## config.mk

```make
export PLATFORM = sky130hd
export DESIGN_NAME = instr_prefetch
export DESIGN_NICKNAME = d
export VERILOG_FILES = /design/src/rtl/instr_prefetch.sv
export SDC_FILE = /design/constraint.sdc
export NUM_CORES = 1
export LEC_CHECK = 0
export CORE_MARGIN = 2
export CORE_UTILIZATION = 60
export CTS_BUF_LIST = sky130_fd_sc_hd__clkbuf_4
export DETAILED_ROUTE_END_ITERATION = 16
export GPL_TIMING_DRIVEN = 0
export PLACE_DENSITY = 0.95
export SLEW_MARGIN = 20
export SYNTH_ARGS = -nofsm -noshare
export SYNTH_HDL_FRONTEND = slang
export SYNTH_SLANG_ARGS = --single-unit
```

## constraint.sdc

```tcl
create_clock -name HCLK -period 16.6 [get_ports HCLK]
set_input_delay 2.49 -clock HCLK [delete_from_list [all_inputs] [get_ports HCLK]]
set_output_delay 2.49 -clock HCLK [all_outputs]
set_load 0.1 [all_outputs]
```

## src/rtl/instr_prefetch.sv

```systemverilog
// Instruction prefetch unit.
// Issues word requests to a synchronous instruction ROM (registered read data one cycle after
// the request), buffers the returned words together with their byte addresses in a small FIFO,
// and presents them to the core over a valid/ready handshake. A redirect flushes the buffer and
// any in-flight request, and restarts fetching at the new address.
//
// Ports:
//   HCLK, HRESET     clock, asynchronous active-high reset
//   rom_cs/rom_addr  ROM request strobe and byte address
//   rom_rdata        ROM read data for the request issued in the previous cycle
//   fetch_en         permits new requests
//   redirect,        one-cycle flush-and-restart pulse and its target address
//   redirect_addr
//   instr_valid/     FIFO head presented to the core; instr_ready pops it
//   instr_rdata/
//   instr_addr/
//   instr_ready
//   busy             a request is in flight or the FIFO holds entries
module instr_prefetch #(
  parameter int unsigned DEPTH     = 4,
  parameter logic [31:0] BOOT_ADDR = 32'h0000_0000
) (
  input  logic        HCLK,
  input  logic        HRESET,
  output logic        rom_cs,
  output logic [31:0] rom_addr,
  input  logic [31:0] rom_rdata,
  input  logic        fetch_en,
  input  logic        redirect,
  input  logic [31:0] redirect_addr,
  output logic        instr_valid,
  output logic [31:0] instr_rdata,
  output logic [31:0] instr_addr,
  input  logic        instr_ready,
  output logic        busy
);

  localparam int unsigned PtrW = (DEPTH > 1) ? $clog2(DEPTH) : 1;
  localparam int unsigned CntW = PtrW + 1;
  localparam logic [CntW:0] DepthW = (CntW + 1)'(DEPTH);

  logic [31:0]     pc_q, pc_d;
  logic            inflight_q, inflight_d;
  logic [31:0]     inflight_addr_q, inflight_addr_d;
  logic [PtrW-1:0] wr_ptr_q, wr_ptr_d, rd_ptr_q, rd_ptr_d;
  logic [CntW-1:0] count_q, count_d;
  logic [31:0]     data_q [DEPTH];
  logic [31:0]     addr_q [DEPTH];

  logic [CntW:0]   occupancy;
  logic            issue, push, pop;
  logic            unused_addr_bits;

  assign unused_addr_bits = ^redirect_addr[1:0];

  // Credit check counts the in-flight slot; a pop in this cycle earns no extra credit.
  assign occupancy = {1'b0, count_q} + (CntW + 1)'(inflight_q);
  assign issue     = fetch_en & ~redirect & ~HRESET & (occupancy < DepthW);
  assign push      = inflight_q & ~redirect;
  assign pop       = instr_valid & instr_ready;

  assign rom_cs      = issue;
  assign rom_addr    = pc_q;
  assign instr_valid = (count_q != '0);
  assign instr_rdata = data_q[rd_ptr_q];
  assign instr_addr  = addr_q[rd_ptr_q];
  assign busy        = inflight_q | instr_valid;

  always_comb begin
    pc_d            = pc_q;
    inflight_d      = issue;
    inflight_addr_d = inflight_addr_q;
    wr_ptr_d        = wr_ptr_q;
    rd_ptr_d        = rd_ptr_q;
    count_d         = count_q;

    if (issue) begin
      pc_d            = pc_q + 32'd4;
      inflight_addr_d = pc_q;
    end

    if (redirect) begin
      // A coincident pop of the old head completes; everything else is dropped.
      pc_d     = {redirect_addr[31:2], 2'b00};
      wr_ptr_d = '0;
      rd_ptr_d = '0;
      count_d  = '0;
    end else begin
      wr_ptr_d = wr_ptr_q + PtrW'(push);
      rd_ptr_d = rd_ptr_q + PtrW'(pop);
      count_d  = count_q + CntW'(push) - CntW'(pop);
    end
  end

  always_ff @(posedge HCLK or posedge HRESET) begin
    if (HRESET) begin
      pc_q            <= BOOT_ADDR;
      inflight_q      <= 1'b0;
      inflight_addr_q <= '0;
      wr_ptr_q        <= '0;
      rd_ptr_q        <= '0;
      count_q         <= '0;
      for (int i = 0; i < DEPTH; i++) begin
        data_q[i] <= '0;
        addr_q[i] <= '0;
      end
    end else begin
      pc_q            <= pc_d;
      inflight_q      <= inflight_d;
      inflight_addr_q <= inflight_addr_d;
      wr_ptr_q        <= wr_ptr_d;
      rd_ptr_q        <= rd_ptr_d;
      count_q         <= count_d;
      if (push) begin
        data_q[wr_ptr_q] <= rom_rdata;
        addr_q[wr_ptr_q] <= inflight_addr_q;
      end
    end
  end

endmodule
```

==> results by group <==
Timing
  • Final Hold Vio Count: 0
  • Period utilisation layout: 0.482
  • Relative slew slack: 0.265
  • Highest Clock Rate: approximately 0.13 GHz
  • RSZ-0062 raised after global routing: no
  • Setup violations, final: 0
  • Fin. max-slew vios: 0
  • Hold Slack: 496 ps
  • Setup TNS: 0 ps
  • Worst Clk Skew: 57.0 ps
  • Setup ws final: 8600 ps
  • Min Clock Period, post-route: 8000 ps
  • Slew @ Worst Pin: 1100 ps

Power
  • Internal power: 1.67 mW
  • Pwr per Cell Area: between 150 and 200 mW/mm^2
  • Static Leak: 7.83 nW
  • Sw power: around 1.4 mW
  • Sw Share: 0.457
  • Total power: 3.08 mW
  • Flop pwr share: 0.322
  • Clock Power Share: 0.217
  • Comb power frac: 0.461
  • Max VDD drop: between 0.15 and 0.2 mV

Clock tree
  • CTS HTree Levels: 3
  • Resize count post-CTS: 0
  • CTS root buf: clkbuf_4
  • Skew-Pair Late Insertion Delay: about 670 ps
  • CTS sink cnt: around 320
  • Setup Buffers After CTS: 0
  • Deepest clock path buffer count: 3
  • Cts bufs inserted: 81
  • Hold-fix buffers, CTS: 0
  • Clock transition at path regs: 60 ps
  • CTS tree: done

Logic synthesis
  • Most common cell in the synthesized netlist: dfrtp_1
  • Synth Area per Inst: approximately 15 um^2
  • Post-synth cell types: 41
  • Top-area cell type share of the netlist area: 0.567
  • Synth warnings: 0
  • Area contributors post-synth: dfrtp_1 (57%), mux2_2 (22%), mux4_2 (10%)
  • Post-synth top area cell: dfrtp_1
  • FF+latch count, synth: about 320
  • Area of the mapped netlist: 0.0139 mm^2
  • Ys async rst share: 1.00
  • Seq/Total Area, Yosys: 0.567
  • Primary FF master, synth: dfrtp_1
  • Post-synthesis instance total: 907
  • EDFF count, synth: 0
  • Synth cell count leaders: dfrtp_1 (316), mux2_2 (275), mux4_2 (62), buf_2 (35), nand2_1 (32)

Route
  • Iter 0 DRT Violations: 512
  • WL final: 31000 um
  • Via Count: 8801
  • 1st-pass router iterations: 5
  • DRC Markers: 0
  • Via/cell ratio: roughly 6
  • DR WL/cell: 20.8 um
  • DRT antenna net count: 0

Place
  • Placed insts: 1359
  • Pre-CTS setup slack: between 8000 and 9000 ps
  • Area post-placement: 0.0160 mm^2
  • Post-DP HPWL: 20700 um
  • RePlAce Congestion: 0.863
  • Port Buffers: 161

Worst setup path
  • Most used cell, CP: clkdlybuf4s50_1
  • Critical path endpoint category: output port
  • Worst r2r path cells: 7
  • Number of buffers and inverters on the critical path: 4
  • CP arrival: 5510 ps
  • Levels on crit path: 7
  • Critical path class: primary input to output port
  • Crit-path max cell delay: 1190 ps
  • CP Cell Sequence: clkdlybuf4s50_1, nor2b_1, clkbuf_1, nand2_1, nor2_2, buf_2, clkdlybuf4s50_1
  • CP max FO: 11
  • Critical Path Source Type: primary input
  • Slowest stage cell on the critical path: clkdlybuf4s50_1
  • CP top delay family: buffers and inverters
  • CP Data Required Time: 14110 ps

Global route
  • Number of global-route vias before repair: 9782
  • Gr ovfl total: 0
  • First-pass GRT wire length: a little over 50000 um
  • Total track usage: 0.267
  • Largest net degree at the start of global routing: 111
  • Initial antenna violation count: 1

Cells and area
  • Seq. cell area: 0.00791 mm^2
  • Layout Cells excl Fill: ~1500
  • Share of cells above drive strength 1: 0.425
  • Area growth syn-to-layout: 22.1%
  • Post-Layout Inst Area: ~0.017 mm^2
  • Area of the multi-input gates: about 0.0057 mm^2
  • Fillers: 1324
  • Fin nets: 1233
  • Final core occ: 0.750

Die
  • Die W: between 150 and 200 um
  • Core area: approximately 0.023 mm^2
  • Die ar.: 0.0245 mm^2
  • Row count: 55
  • DIE HEIGHT: 156 um
  • I/O Pins: around 170
  • Initial Util: 0.614

Worst hold path
  • Hold-critical path depth: 1
  • Hold Crit Class: flop to flop

Status
  • Outcome: finished, final reports clean

Run
  • Max-cap viol count: 0
cell families after synthesis:
group | synth area share
AOI/OAI and AO/OA | 0.0127
xor gates and xnor gates | 0.0182
adders and majority gates | 0.00682
buffers and inverters | 0.0220
DFF | 0.567
muxes | 0.328
other | 0.000269
and+or+nand+nor | 0.0447
layer usage:
layer	vias up	track usage	routed length, um
met1	4551	0.342	12700
li1	3877	-	-
met5	-	0	0
met4	0	0.108	797
met3	62	0.0606	1750
met2	311	0.447	15700
placed cells by master (no fill, tap or decap), types with 2 or more instances in the layout:
| cell type | count |
|---|---|
| a31oi_1 | 3 |
| and3_1 | 4 |
| buf_16 | 3 |
| buf_2 | 35 |
| buf_4 | 5 |
| bufinv_16 | 3 |
| clkbuf_1 | 18 |
| clkbuf_4 | 116 |
| clkdlybuf4s50_1 | 161 |
| clkinv_1 | 9 |
| conb_1 | 4 |
| dfrtp_1 | 316 |
| ha_1 | 6 |
| inv_1 | 5 |
| inv_2 | 2 |
| mux2_1 | 7 |
| mux2_2 | 275 |
| mux4_2 | 62 |
| nand2_1 | 32 |
| nand3_1 | 22 |
| nand4_1 | 12 |
| nand4b_1 | 3 |
| nor2_1 | 14 |
| nor2b_1 | 4 |
| nor3_1 | 3 |
| nor4_1 | 2 |
| nor4_4 | 2 |
| o21ai_0 | 16 |
| o21ai_1 | 10 |
| or3_1 | 5 |
| xnor2_1 | 9 |
| xor2_1 | 20 |
layout make-up:
| class | count | share of cell area |
|---|---|---|
| buffer | 58 | 0.0165 |
| sequential | 316 | 0.464 |
| multi-input combinational | 529 | 0.337 |
| antenna | 1 | 0.000147 |
| inverter | 7 | 0.00198 |
| tap | 285 | 0.0209 |
| timing repair buffer | 164 | 0.0995 |
| clock inverter | 15 | 0.00823 |
| clock buffer | 116 | 0.0511 |
power by group through the flow:
| stage | clock (mW) | combinational (mW) | sequential (mW) |
|---|---|---|---|
| after floorplan | 0 | 1.08 | 1.02 |
| after global placement | 0 | 1.40 | 0.992 |
| after detailed placement | 0 | 1.42 | 1.00 |
| after CTS | 0.684 | 1.43 | 0.992 |
| after global routing | 0.729 | 1.47 | 1.01 |
| final | 0.668 | 1.42 | 0.993 |
final timing paths:
kind	to	slack, ps	startpoint
worst max-delay path	rom_cs	8600	HRESET
worst min-delay path	data_q[119]	500	data_q[119]
worst max register to register	inflight_addr_q[6]	14040	count_q[1]
worst min register to register	data_q[119]	500	data_q[119]
max in group asynchronous	data_q[34]	13020	HRESET
min in group asynchronous	rom_addr[12]	2310	HRESET
sequential cells by signal (all words and copies together) (netlist names):
register         cells
data_q             128
rom_addr            30
count_q              3
addr_q             120
inflight_addr_q     30
rd_ptr_q             2
inflight_q           1
wr_ptr_q             2
No activity file was read; power rests on OpenSTA's default activity.
